[config.mk]
export PLATFORM = sky130hd
export DESIGN_NAME = regfile_sb
export DESIGN_NICKNAME = d
export VERILOG_FILES = /design/src/rtl/regfile_pkg.sv /design/src/rtl/rf_clear_seq.sv /design/src/rtl/regfile_sb.sv
export SDC_FILE = /design/constraint.sdc
export NUM_CORES = 1
export LEC_CHECK = 0
export BUFFER_PORTS_ARGS = -buffer_cell sky130_fd_sc_hd__buf_2
export CORE_AREA = 2 2 228 230
export CTS_BUF_LIST = sky130_fd_sc_hd__clkbuf_8
export CTS_CLUSTER_SIZE = 12
export DETAILED_ROUTE_END_ITERATION = 12
export DIE_AREA = 0 0 230 232
export GPL_TIMING_DRIVEN = 0
export PLACE_DENSITY = 0.55
export SYNTH_ARGS = -nofsm -noshare
export SYNTH_HDL_FRONTEND = slang
export SYNTH_SLANG_ARGS = --single-unit
[constraint.sdc]
create_clock -name clk -period 4.98 [get_ports clk]
set_input_delay 0.747 -clock clk [delete_from_list [all_inputs] [get_ports clk]]
set_output_delay 0.747 -clock clk [all_outputs]
set_load 0.005 [all_outputs]
[src/rtl/regfile_pkg.sv]
// Shared defaults and the clear-sweep state encoding for the scoreboarded register file.
package regfile_pkg;

   localparam int unsigned DATA_W_DEF = 16;
   localparam int unsigned ADDR_W_DEF = 4;

   typedef enum logic {
      ST_IDLE  = 1'b0,
      ST_CLEAR = 1'b1
   } clr_state_e;

endpackage

[src/rtl/rf_clear_seq.sv]
// Clear-sweep sequencer: walks indices 1..NREG-1, one per cycle, then returns to IDLE.
module rf_clear_seq
   import regfile_pkg::*;
#(
   parameter int unsigned ADDR_W = ADDR_W_DEF
) (
   input  logic              clk,
   input  logic              rst,
   input  logic              clr_req_i,
   output logic              clr_busy_o,
   output logic [ADDR_W-1:0] clr_idx_o
);

   clr_state_e        state_q;
   logic [ADDR_W-1:0] idx_q;
   logic              busy_q;

   always_ff @(posedge clk) begin
      if (!rst) begin
         state_q <= ST_IDLE;
         idx_q   <= '0;
         busy_q  <= 1'b0;
      end else begin
         case (state_q)
            ST_IDLE: begin
               if (clr_req_i) begin
                  state_q <= ST_CLEAR;
                  idx_q   <= ADDR_W'(1);
                  busy_q  <= 1'b1;
               end
            end
            ST_CLEAR: begin
               // Last index swept: leave via IDLE so idx never overflows.
               if (idx_q == '1) begin
                  state_q <= ST_IDLE;
                  idx_q   <= '0;
                  busy_q  <= 1'b0;
               end else begin
                  idx_q   <= idx_q + ADDR_W'(1);
               end
            end
            default: begin
               state_q <= ST_IDLE;
               idx_q   <= '0;
               busy_q  <= 1'b0;
            end
         endcase
      end
   end

   assign clr_busy_o = busy_q;
   assign clr_idx_o  = idx_q;

endmodule

[src/rtl/regfile_sb.sv]
// Two-read/one-write register file with R0 hardwired to zero, a busy scoreboard,
// write-to-read bypass and a sequenced clear sweep.
module regfile_sb
   import regfile_pkg::*;
#(
   parameter int unsigned DATA_W = DATA_W_DEF,
   parameter int unsigned ADDR_W = ADDR_W_DEF
) (
   input  logic              clk,
   input  logic              rst,
   input  logic [ADDR_W-1:0] rd_addr1,
   input  logic [ADDR_W-1:0] rd_addr2,
   output logic [DATA_W-1:0] rd_data1,
   output logic [DATA_W-1:0] rd_data2,
   output logic              rd_busy1,
   output logic              rd_busy2,
   input  logic              wr_en,
   input  logic [ADDR_W-1:0] wr_addr,
   input  logic [DATA_W-1:0] wr_data,
   input  logic              rsv_en,
   input  logic [ADDR_W-1:0] rsv_addr,
   output logic              rsv_ok,
   input  logic              clr_req,
   output logic              clr_busy
);

   localparam int unsigned NREG = 2 ** ADDR_W;

   logic [DATA_W-1:0] regs_q [NREG];
   logic [DATA_W-1:0] regs_d [NREG];
   logic [NREG-1:0]   busy_q;
   logic [NREG-1:0]   busy_d;

   logic              sweep;
   logic [ADDR_W-1:0] sweep_idx;
   logic              wb;
   logic              rsv_set;

   rf_clear_seq #(
      .ADDR_W (ADDR_W)
   ) u_clear (
      .clk        (clk),
      .rst        (rst),
      .clr_req_i  (clr_req),
      .clr_busy_o (sweep),
      .clr_idx_o  (sweep_idx)
   );

   assign clr_busy = sweep;

   // Writebacks to R0 are dropped here so R0 storage and busy never change.
   assign wb      = wr_en & ~sweep & (wr_addr != '0);
   assign rsv_ok  = rsv_en & ~sweep &
                    ((rsv_addr == '0) | ~busy_q[rsv_addr] | (wb & (wr_addr == rsv_addr)));
   assign rsv_set = rsv_ok & (rsv_addr != '0);

   always_comb begin
      rd_data1 = '0;
      rd_busy1 = 1'b0;
      if (rd_addr1 != '0) begin
         if (wb && (wr_addr == rd_addr1)) begin
            rd_data1 = wr_data;
         end else begin
            rd_data1 = regs_q[rd_addr1];
            rd_busy1 = busy_q[rd_addr1];
         end
      end
   end

   always_comb begin
      rd_data2 = '0;
      rd_busy2 = 1'b0;
      if (rd_addr2 != '0) begin
         if (wb && (wr_addr == rd_addr2)) begin
            rd_data2 = wr_data;
         end else begin
            rd_data2 = regs_q[rd_addr2];
            rd_busy2 = busy_q[rd_addr2];
         end
      end
   end

   always_comb begin
      regs_d = regs_q;
      busy_d = busy_q;
      if (sweep) begin
         regs_d[sweep_idx] = '0;
         busy_d[sweep_idx] = 1'b0;
      end else begin
         if (wb) begin
            regs_d[wr_addr] = wr_data;
            busy_d[wr_addr] = 1'b0;
         end
         // A same-cycle reservation wins over the writeback's busy clear.
         if (rsv_set) begin
            busy_d[rsv_addr] = 1'b1;
         end
      end
   end

   always_ff @(posedge clk) begin
      if (!rst) begin
         for (int unsigned i = 0; i < NREG; i++) begin
            regs_q[i] <= '0;
         end
         busy_q <= '0;
      end else begin
         regs_q <= regs_d;
         busy_q <= busy_d;
      end
   end

endmodule

==> impl_results.rst <==
.. list-table::
   :header-rows: 1

   * - Metric
     - Value
   * - I/O pin total
     - 73
   * - Max-capacitance violation count
     - 0
   * - Synthesis-to-finish area growth
     - 13.8%
   * - Number of cells on the worst reg-to-reg path
     - 6
   * - Post-Synthesis Cells
     - 1427
   * - Setup violation total in the final timing report
     - 0
   * - Post-layout nets
     - 1562
   * - Layout filler cell count
     - 5195
   * - Count of placed standard cells including taps
     - 2149
   * - Sinks on Clock Net
     - 278
   * - Yosys reg bits
     - 278
   * - Number of flops mapped to enable cells by yosys
     - 0
   * - Max Clock Skew
     - 0.0325 ns
   * - Vias in the first global route
     - 12.9k
   * - Net count after synthesis
     - 1468
   * - Core box area
     - 50900 um^2
   * - CP Launch Type
     - input pin
   * - Share of Yosys cell area claimed by the top area cell type
     - 36.8%
   * - Type of the worst setup path
     - in -> out
   * - R2r setup slk
     - 2.49 ns
   * - Power density of the placed cells
     - 296 nW/um^2
   * - Tightest hold margin
     - 0.481 ns
   * - Most frequent cells after synthesis
     - dfxtp_1 (278), nor2_1 (248), a22oi_1 (213)
   * - Standard-cell rows
     - 83
   * - Filler-free cell count of the finished design
     - 2236
   * - Top FF cell, synth
     - dfxtp_1
   * - Overall fraction of global-route tracks in use
     - 20.6%
   * - Share of the yosys chip area belonging to registers
     - 36.8%
   * - Timing-limited maximum frequency
     - 242 MHz
   * - Per-cell via count in the routed design
     - 5.70
   * - Maximum level of the CTS H-tree
     - 2
   * - Hold Path Stages
     - 1
   * - Netlist cell types
     - 55
   * - Worst-case hold path end point
     - regs_q[252]
   * - Leakage power
     - 6.01 nW
   * - Data arrival time of the critical path
     - 3.39 ns
   * - Clock tree from TritonCTS
     - built
   * - Remaining global-route overflow
     - 0
   * - Largest driver fanout on the critical path
     - 10
   * - Post-route DRC violation count
     - 0
   * - Final Util
     - 33.8%
   * - Pin count of the biggest net entering global routing
     - 13
   * - WL final
     - 56100 um
   * - Slew at the pin closest to its max-slew limit
     - 1.05 ns
   * - Number of pins with negative max-slew slack in the final report
     - 0
   * - Clock-pin transition on the worst setup and hold timing paths
     - 0.06 ns
   * - Worst slew slack as a fraction of its limit
     - 29.8%
   * - Ys async rst share
     - 0%
   * - Number of buffer cells added on primary ports
     - 42
   * - RSZ-0062 raised after global routing
     - no
   * - Number of iterations in the first detailed-routing pass
     - 6
   * - RePlAce Congestion
     - 0.943
   * - Final period demand of the worst path
     - 4.14 ns
   * - DP Wirelength
     - 42800 um
   * - Class of the most critical hold timing path
     - reg -> reg
   * - Required @ worst endpoint
     - 4.23 ns
   * - First-pass GRT wire length
     - 83100 um
   * - Leading cell types by total area after synthesis
     - dfxtp_1 (37%), mux4_2 (21%), a22oi_1 (11%)
   * - Result of the run
     - finished clean
   * - Max Root-Sink Buffers
     - 3
   * - Total power of the final layout
     - 5.09 mW
   * - Die ar.
     - 53400 um^2
   * - Clock latency at the later pin of the worst-skew pair
     - 0.60 ns
   * - Final Hold Violating Endpoints
     - 0
   * - Most repeated cell in the gate-level netlist after synthesis
     - dfxtp_1
   * - Worst r2r dst
     - busy_q[0]
   * - Die width
     - 230 um
   * - Final worst path period share
     - 83.1%
   * - HP Start
     - regs_q[252]
   * - Crit Reg-Reg Startpoint
     - u_clear.clr_idx_o[0]
   * - Proportion of layout cells with a drive suffix above 1
     - 25.7%
   * - PostCTS Resize Cnt
     - 0
   * - Number of buffers added to fix hold violations after cts
     - 0
   * - Wirelength per Cell
     - 25.1 um
   * - Buffer count from post-CTS setup fixing
     - 0
   * - Ys Warns
     - 0
   * - Vias after detailed routing
     - 12.7k
   * - Clock tree root driver cell
     - clkbuf_8
   * - Vert. Die Dim
     - 232 um
   * - Total CTS buffers
     - 50
   * - ANT nets after route
     - 0
   * - Worst supply voltage drop on vdd
     - 164 uV
   * - Detailed Route Iter0 Violations
     - 1128
   * - Setup TNS
     - 0 ns
   * - Area leader, netlist
     - dfxtp_1
   * - Sort of element at the end of the critical path
     - primary output
   * - Effective utilization at floorplan
     - 29.7%
   * - Area of the mapped netlist
     - 15100 um^2
   * - Number of antenna violations at the first check in global routing
     - 2
   * - Post-synthesis average cell area
     - 10.6 um^2
## kinds of logic (layout without fill, tap and decap cells)
family / count (synthesis) / after routing / share of synthesized area [%]
adders and majority gates: 4 / 4 / 0.331
DFF: 278 / 278 / 36.8
other: 0 / 1 / 0
xor gates and xnor gates: 12 / 12 / 0.696
muxes: 179 / 179 / 23.4
AOI/OAI and AO/OA: 392 / 392 / 20.5
and+or+nand+nor: 381 / 381 / 12.2
buffers and inverters: 181 / 309 / 6.03
## report_power, final
part / leakage (nW) / total (mW) / internal [mW] / switching, mW
combinational: 3.19 / 0.587 / 0.198 / 0.389
clock: 0.581 / 2.23 / 1.24 / 0.993
sequential: 2.24 / 2.27 / 2.25 / 0.0222
total: 6.01 / 5.09 / 3.69 / 1.40
## layer usage
layer  part of all wire (%)  GRT usage [%]  vias to the layer above  routed length [um]
li1                       -              -                     5611                   -
met2                     48           35.2                      583               26900
met3                    6.5           3.07                      137                3650
met5                      0              0                        -                   0
met1                     41           25.8                     6410               22900
met4                    4.6           9.56                        0                2590
## sequential cells by signal, summed over array words and instances, names as in the netlist
signal,count
regs_q,256
u_clear.clr_idx_o,4
busy_q,16
u_clear.clr_busy_o,1
u_clear.state_q,1
## metrics by stage
step	setup WS, ns	instance area [um^2]
floorplan	2.03	15100
global placement	0.905	16200
detailed placement	0.944	16200
CTS	0.936	17200
global route	0.858	17200
finish	0.840	17200
## worst max-delay path by stage
stage | start | end | slack (ns) | depth (start not counted)
final | rd_addr2[1] | rd_data2[8] | 0.84 | 7
after global routing | rd_addr2[1] | rd_data2[8] | 0.86 | 7
after CTS | rd_addr2[1] | rd_data2[8] | 0.94 | 7
after detailed placement | rd_addr2[1] | rd_data2[8] | 0.94 | 7
after global placement | rd_addr2[1] | rd_data2[8] | 0.91 | 7
after floorplan | rd_addr2[0] | rd_data2[7] | 2.03 | 6
## critical path, cell delays in order
cell and delay, ns:
clkbuf_1 0.48, clkbuf_1 0.72, mux4_2 0.47, a211oi_1 0.50, a21oi_1 0.09, a22o_1 0.24
buf_2 0.13
## placed cells by master, fill, tap and decap left out, types with 4 or more instances in the layout
master	n
clkbuf_1	90
clkinv_2	4
a22o_1	32
nand2_1	9
a22oi_1	213
xnor2_1	8
or3_1	6
buf_4	10
nor3_1	4
a31oi_1	4
mux2i_1	36
and2_1	19
dfxtp_1	278
o21ai_1	6
ha_1	4
o21ai_0	5
nor2b_1	36
nand3_1	18
buf_6	18
a22oi_2	27
buf_2	89
o31ai_1	9
buf_1	9
nor2_2	11
clkbuf_8	67
a21oi_1	44
a31oi_2	11
inv_1	20
nor2_1	248
a211oi_1	32
xor2_1	4
mux4_2	139
## area by class of cell
type	instances	area, um^2	area share [%]
Clock inverter	19	106	0.618
Timing Repair Buffer	42	210	1.22
Clock buffer	67	922	5.36
Sequential cell	278	5570	32.4
Multi-Input combinational cell	968	8630	50.2
Inverter	7	26.3	0.153
Antenna cell	1	2.50	0.0145
Buffer	174	885	5.14
Tap cell	680	851	4.95
Note: power is estimated with default switching activity, not from simulation.
